$ cat config.mk
export PLATFORM = sky130hd
export DESIGN_NAME = display_scanner
export DESIGN_NICKNAME = d
export VERILOG_FILES = /design/src/rtl/display_scanner.sv
export SDC_FILE = /design/constraint.sdc
export NUM_CORES = 1
export LEC_CHECK = 0
export ABC_AREA = 1
export CAP_MARGIN = 40
export CORE_ASPECT_RATIO = 2
export CORE_MARGIN = 2
export CORE_UTILIZATION = 35
export DETAILED_ROUTE_END_ITERATION = 12
export PLACE_DENSITY = 0.67
export SYNTH_ARGS = -nofsm -noshare
export SYNTH_HDL_FRONTEND = slang
export SYNTH_SLANG_ARGS = --single-unit
$ cat constraint.sdc
create_clock -name i_clk -period 4.2 [get_ports i_clk]
set_clock_uncertainty 0.2 [all_clocks]
set_input_delay 0.63 -clock i_clk [delete_from_list [all_inputs] [get_ports i_clk]]
set_output_delay 0.63 -clock i_clk [all_outputs]
set_load 0.005 [all_outputs]
$ cat src/rtl/display_scanner.sv
// Four-digit multiplexed driver for a common-anode 7-segment bank showing mm:ss.
// It snapshots the BCD time once per frame, blanks between digits, and supports blinking.
module display_scanner #(
    parameter int REFRESH_DIV  = 4,
    parameter int BLINK_FRAMES = 64,
    parameter bit LZ_BLANK     = 1'b1
) (
    input  logic        i_clk,
    input  logic        i_reset,
    input  logic [15:0] i_q,
    input  logic        i_blink,
    output logic [3:0]  o_an,
    output logic [6:0]  o_seg,
    output logic        o_dp,
    output logic        o_frame
);

    localparam int SLOT_W = $clog2(REFRESH_DIV);
    localparam int BCNT_W = $clog2(BLINK_FRAMES + 1);
    localparam logic [SLOT_W-1:0] SLOT_LAST  = SLOT_W'(REFRESH_DIV - 1);
    localparam logic [BCNT_W-1:0] BLINK_TERM = BCNT_W'(BLINK_FRAMES);

    logic [SLOT_W-1:0] r_slot_cnt;
    logic [1:0]        r_idx;
    logic [15:0]       r_snap;
    logic [BCNT_W-1:0] r_blink_cnt;
    logic              r_blink_phase;
    logic [3:0]        r_an;
    logic [6:0]        r_seg;
    logic              r_dp;
    logic              r_frame;

    logic              w_slot_wrap;
    logic              w_snap_now;
    logic              w_dark;
    logic              w_lz;
    logic [3:0]        w_nibble;
    logic [6:0]        w_seg_dec;
    logic [3:0]        w_an_next;
    logic [6:0]        w_seg_next;
    logic              w_dp_next;

    function automatic logic [6:0] decodeDigit(input logic [3:0] value);
        case (value)
            4'd0:    decodeDigit = 7'b1000000;
            4'd1:    decodeDigit = 7'b1111001;
            4'd2:    decodeDigit = 7'b0100100;
            4'd3:    decodeDigit = 7'b0110000;
            4'd4:    decodeDigit = 7'b0011001;
            4'd5:    decodeDigit = 7'b0010010;
            4'd6:    decodeDigit = 7'b0000010;
            4'd7:    decodeDigit = 7'b1111000;
            4'd8:    decodeDigit = 7'b0000000;
            4'd9:    decodeDigit = 7'b0010000;
            default: decodeDigit = 7'b0111111;
        endcase
    endfunction

    assign w_slot_wrap = (r_slot_cnt == SLOT_LAST);
    assign w_snap_now  = (r_slot_cnt == '0) && (r_idx == 2'd0);
    // Dark phase only counts while blinking is requested, so dropping BLINK shows digits at once.
    assign w_dark      = r_blink_phase & i_blink;
    assign w_lz        = LZ_BLANK && (r_snap[15:12] == 4'd0) && (r_idx == 2'd3);

    always_comb begin
        case (r_idx)
            2'd0:    w_nibble = r_snap[3:0];
            2'd1:    w_nibble = r_snap[7:4];
            2'd2:    w_nibble = r_snap[11:8];
            default: w_nibble = r_snap[15:12];
        endcase
    end

    assign w_seg_dec = decodeDigit(w_nibble);

    always_comb begin
        w_an_next  = 4'b1111;
        w_seg_next = 7'b1111111;
        w_dp_next  = 1'b1;
        if ((r_slot_cnt != '0) && !w_dark && !w_lz) begin
            w_an_next  = ~(4'b0001 << r_idx);
            w_seg_next = w_seg_dec;
            w_dp_next  = (r_idx != 2'd2);
        end
    end

    always_ff @(posedge i_clk) begin
        if (i_reset) begin
            r_slot_cnt    <= '0;
            r_idx         <= 2'd0;
            r_snap        <= 16'h0000;
            r_blink_cnt   <= '0;
            r_blink_phase <= 1'b0;
            r_an          <= 4'b1111;
            r_seg         <= 7'b1111111;
            r_dp          <= 1'b1;
            r_frame       <= 1'b0;
        end else begin
            if (w_slot_wrap) begin
                r_slot_cnt <= '0;
                r_idx      <= r_idx + 2'd1;
            end else begin
                r_slot_cnt <= r_slot_cnt + SLOT_W'(1);
            end

            r_frame <= w_snap_now;
            if (w_snap_now) begin
                r_snap <= i_q;
            end

            // blink_cnt holds frames already shown in the current phase, so each phase lasts BLINK_FRAMES.
            if (!i_blink) begin
                r_blink_cnt   <= '0;
                r_blink_phase <= 1'b0;
            end else if (w_snap_now) begin
                if (r_blink_cnt == BLINK_TERM) begin
                    r_blink_cnt   <= BCNT_W'(1);
                    r_blink_phase <= ~r_blink_phase;
                end else begin
                    r_blink_cnt <= r_blink_cnt + BCNT_W'(1);
                end
            end

            r_an  <= w_an_next;
            r_seg <= w_seg_next;
            r_dp  <= w_dp_next;
        end
    end

    assign o_an    = r_an;
    assign o_seg   = r_seg;
    assign o_dp    = r_dp;
    assign o_frame = r_frame;

endmodule
* Yosys cells after proc, flatten, opt, wreduce, memory -nomap -nowiden
Memories as Yosys holds them, arrays and structs flattened. A register that Yosys moved wholly into a read port is not among the register bits.
Index checks and enable logic that the tools add are counted.
** Cells by class
- Div/mod/pow operators :: 0
- Muxes and demuxes :: 2
- Add/sub/neg operators :: 3
- Order comparisons :: 0
- Multipliers :: 0
- Bitwise operators :: 5
- Equality and inequality tests :: 6
- Shift-type cells :: 1
- Reduce and logical (&&, ||, !) cells :: 14
** Operator list (count)
- 4-bit one-hot mux with 3 select lines :: 1
- 7-bit by 1-bit adder with 7-bit output (second input constant) :: 1
- 7-bit equality test (second input constant) :: 1
- 7-bit two-way mux :: 1
- 2-bit equality test (second input constant) :: 3
- 2-bit OR reduction :: 3
- 2-bit by 1-bit adder with 2-bit output (second input constant) :: 2
- 1-bit logical AND :: 4
- 2-bit zero test :: 2
- 4-bit zero test :: 1
- 4-bit NOT :: 1
- 1-bit by 2-bit << shifter with 4-bit output (first input constant) :: 1
- 1-bit NOT :: 3
- 2-bit by 1-bit equality test with 1-bit output (second input constant) :: 1
- 1-bit zero test :: 2
- 2-bit inequality test (second input constant) :: 1
- 2-bit AND reduction :: 1
- 2-bit nonzero test :: 1
- 1-bit AND :: 1
** Word-level totals
- Bits in latches :: 0
- Bits in read-only memories :: 112
- Word-level logic and storage cells :: 40
- Output and inout bits :: 13
- Bits in writable memories :: 0
- Memories kept :: 1
- Flip-flop bits (word level) :: 34
- Bits of input ports :: 19
** Memory list
- (name not given) :: depth 16, bits a word 7, read ports 1, clocked after Yosys merged registers in 1, wr ports 0, RTL line 44 : case (value)

* Longest topological paths before layout
- Depth after elaboration :: 6
- Gate-level depth with buffers :: 11
- Gate-level depth less buffers :: 11

* Worst setup path before layout
OpenSTA, ideal clock, no wires.
- Path type :: reg2reg
- From :: reg r_idx[0]
- To :: reg r_seg[3], in the netlist o_seg[3]
- Arrival time :: 1.516 ns
- Data required time :: 3.941 ns
- Period minus slack after synthesis :: 1.775 ns
- Stages on the path, launching flop included :: 12
- Path slack :: 2.425 ns
- Path through :: dfxtp_1 inv_1 ha_1 nand2_1 nand2_1 o21bai_1 ha_1 inv_1 nand2_1 nand2_1 nand2_1 nand2_1
** Between the ends
- Longest elaborated chain between the ends :: 6
- Elaborated cells between the ends (all ways) :: 10
** Ends and longest elaborated chain
- start, declared :: RTL line 24 : logic [1:0] r_idx;
- start signal, assigned :: RTL line 101 : r_idx <= r_idx + 2'd1;
- 2-bit equality test :: RTL line 63 : assign w_lz = LZ_BLANK && (r_snap[15:12] == 4'd0) && (r_idx == 2'd3);
- 1-bit logical AND :: RTL line 63
- 1-bit zero test :: RTL line 80 : if ((r_slot_cnt != '0) && !w_dark && !w_lz) begin
- 1-bit logical AND :: RTL line 80
- 1-bit NOT (no line)
- 2-bit OR reduction (no line)
- end, declared :: RTL line 29 : logic [6:0] r_seg;
Several ways; a longest one is shown, not always the timed one.
A chain may end at the register's enable or synchronous reset.

* Worst setup path in the final report
- From :: in i_reset
- To :: reg r_blink_cnt[5]
** Between the ends
- Longest elaborated chain between the ends :: 1
** Ends and longest elaborated chain
- start, declared :: RTL line 9 : input logic i_reset,
- 2-bit OR reduction (no line)
- end signal, assigned :: RTL line 120 : r_blink_cnt <= r_blink_cnt + BCNT_W'(1);
- end, declared :: RTL line 26 : logic [BCNT_W-1:0] r_blink_cnt;
No other way between the ends.

==> qor.txt <==
Hold Buf Count CTS - 0
DR vias/cell - 4.59
FF-to-FF Start - r_idx[0]
Port Buf Inserts - 31
Worst Hold Path Cells - 1
Worst path top cell family by delay - buffers and inverters
clk slew on worst S/H paths - 0.08 ns
commonest non-fill, non-tap cell in the layout - nand2_1
synth unique cells - 26
largest area contributor in the netlist - dfxtp_1
Slew Limit Fails - 0
slowest library cell on the worst path - clkdlybuf4s50_1
Max H-tree Level - 2
Syn Std Cell Area - 1810 um^2
syn avg cell area - 7.29 um^2
top cell type's share of synthesized area - 44.3%
most frequent cells in the layout - nand2_1, dfxtp_1, clkdlybuf4s50_1
crit-path cells - clkdlybuf4s50_1, nor2_1, inv_1, nor2_1, nand2_1, nor2_1
LEAKAGE - 0.996 nW
first drt pass iteration count - 4
initial antenna violation count - 0
WP depth - 6
Resize count post-CTS - 0
CTS Root Buffer Type - clkbuf_8
Die Width - 54.8 um
PD cells - 417 nW/um^2
yosys warns - 0
Hold Path End - r_slot_cnt[0]
worst-path fanout max - 23
GRT Residual Overflow - 0
Worst-Margin Slew - 0.781 ns
CTS tree - done
Die Y-Extent - 106 um
cell mode on critical path - nor2_1
diode count - 0
initial core utilization - 35.8%
critical path startpoint category - input port
Max-cap violations - 0
Setup CP Type - in2reg
Arr. time, crit path - 2.21 ns
Slew headroom - 47.7%
Core Util, Final - 45.0%
Clock Sinks - 40
R2R Setup Slk - 2.05 ns
register area share after synthesis - 44.3%
Cell Rows - 37
fin cells - 339
placed insts - 331
RSZ-0062 raised after global routing - no
P&R area growth vs syn - 25.5%
CP bufs+invs - 2
RePlAce Congestion - 0.796
Gate power share - 21.6%
maximum VDD drop - 0.301 mV
Tcrit/Tclk final - 51.9%
Max Fclk - 459 MHz
DRT iter0 DRCs - 17
Final ANT Viol Nets - 0
num ports - 32
Req. time, crit path - 4.23 ns
buffers inserted by post-CTS timing repair - 0
final hold vios - 0
Final Setup Violations - 0
r2r worst-path depth - 6
Sw Pwr - 263 uW
Net Sw Frac - 27.7%
core area - 5050 um^2
worst hold start - r_slot_cnt[0]
Internal - 684 uW
# DRC - 0
CP Capture Type - flop
Skew-Pair Late Insertion Delay - 0.29 ns
GRT Total Usage - 13.9%
die area - 5790 um^2
total chip power - 946 uW
Synth Instances - 248
dominant cells by area after synthesis - dfxtp_1, nand2_1, ha_1, nor2_1, a21oi_1
first-pass GRT wire length - 6.05 mm
Detailed Route WL - 3.47 mm
largest net degree at the start of global routing - 25
Reg power frac - 46.1%
clock network power share - 32.3%
minimum clock period - 2.18 ns
HP Class - reg2reg
vias - 1,556
Setup TNS - 0 ns
flops & latches, synth - 40
RR Endpoint - r_blink_cnt[0]
vias in the first global route - 1,517
syn nets - 278
share of layout cells above drive strength 1 - 6.05%
clock buffer depth - 2
run status - finished clean
Max stage delay on crit path - 0.80 ns
nets@finish - 310
HPWL after DPL - 2.72 mm
CTS Buf Count - 5
DR WL/cell - 10.2 um
-- metrics by stage --
stage          worst slack, ns  hold slack (ns)  cell area [um^2]
2_1_floorplan             2.43            0.227              1810
3_3_place_gp              1.72            0.238              2160
3_5_place_dp              1.69            0.246              2160
4_1_cts                   2.00            0.256              2270
5_1_grt                   1.81            0.290              2270
6_report                  2.02            0.258              2270
-- worst max-delay path by stage --
stage                         from             end  slack, ns
after floorplan           r_idx[0]        o_seg[3]       2.43
after global placement     i_reset  r_blink_cnt[6]       1.72
after detailed placement   i_reset  r_blink_cnt[5]       1.69
after CTS                  i_reset  r_blink_cnt[5]       2.00
after global routing       i_reset        o_seg[5]       1.81
final                      i_reset  r_blink_cnt[5]       2.02
-- flip-flops by register name (all words and copies together) (netlist names) --
| name | flops |
|---|---|
| r_blink_cnt | 7 |
| r_blink_phase | 1 |
| o_seg | 7 |
| r_idx | 2 |
| o_an | 4 |
| r_snap | 16 |
| o_frame | 1 |
| r_slot_cnt | 2 |
-- routing by layer --
metal	vias up	global-route usage, %	part of all wire [%]
met5	-	0	0
met2	36	23.8	51
li1	830	-	-
met4	0	5.00	2.1
met1	683	15.5	42
met3	7	3.97	5.0
-- kinds of logic after synthesis --
logic type	Yosys count	synth area share (%)
simple gates	138	31.5
xor+xnor	2	0.969
compound gates	26	8.79
flops	40	44.3
buf+inv	31	6.85
fa+ha+maj	11	7.61
-- cell type report --
cell class	instances	area, um^2
Tap cell	58	72.6
Inverter	25	93.8
Sequential cell	40	801
Fill cell	516	2780
Multi-Input combinational cell	177	883
Clock buffer	6	72.6
Clock inverter	2	35.0
Timing Repair Buffer	31	310
-- synthesized netlist by cell type --
library cell,instances
a211oi_1,2
a21oi_1,18
a21oi_2,1
buf_4,2
clkbuf_1,4
dfxtp_1,40
ha_1,11
inv_1,24
inv_2,1
nand2_1,92
nand2_2,2
nand3_1,8
nand3_2,1
nand3b_1,1
nand4_1,1
nor2_1,25
nor2_2,2
nor2_4,1
nor3_1,3
nor3b_1,2
o21ai_0,2
o21ai_4,1
o21bai_1,1
o21bai_2,1
xnor2_1,1
xor2_1,1
-- power groups by stage --
stage	sequential, mW	combinational [mW]	clock [mW]
after CTS	0.437	0.208	0.312
final	0.436	0.205	0.306
after detailed placement	0.445	0.207	0
after floorplan	0.443	0.135	0
after global routing	0.441	0.238	0.331
after global placement	0.444	0.202	0
(Power assumes the default switching activity.)
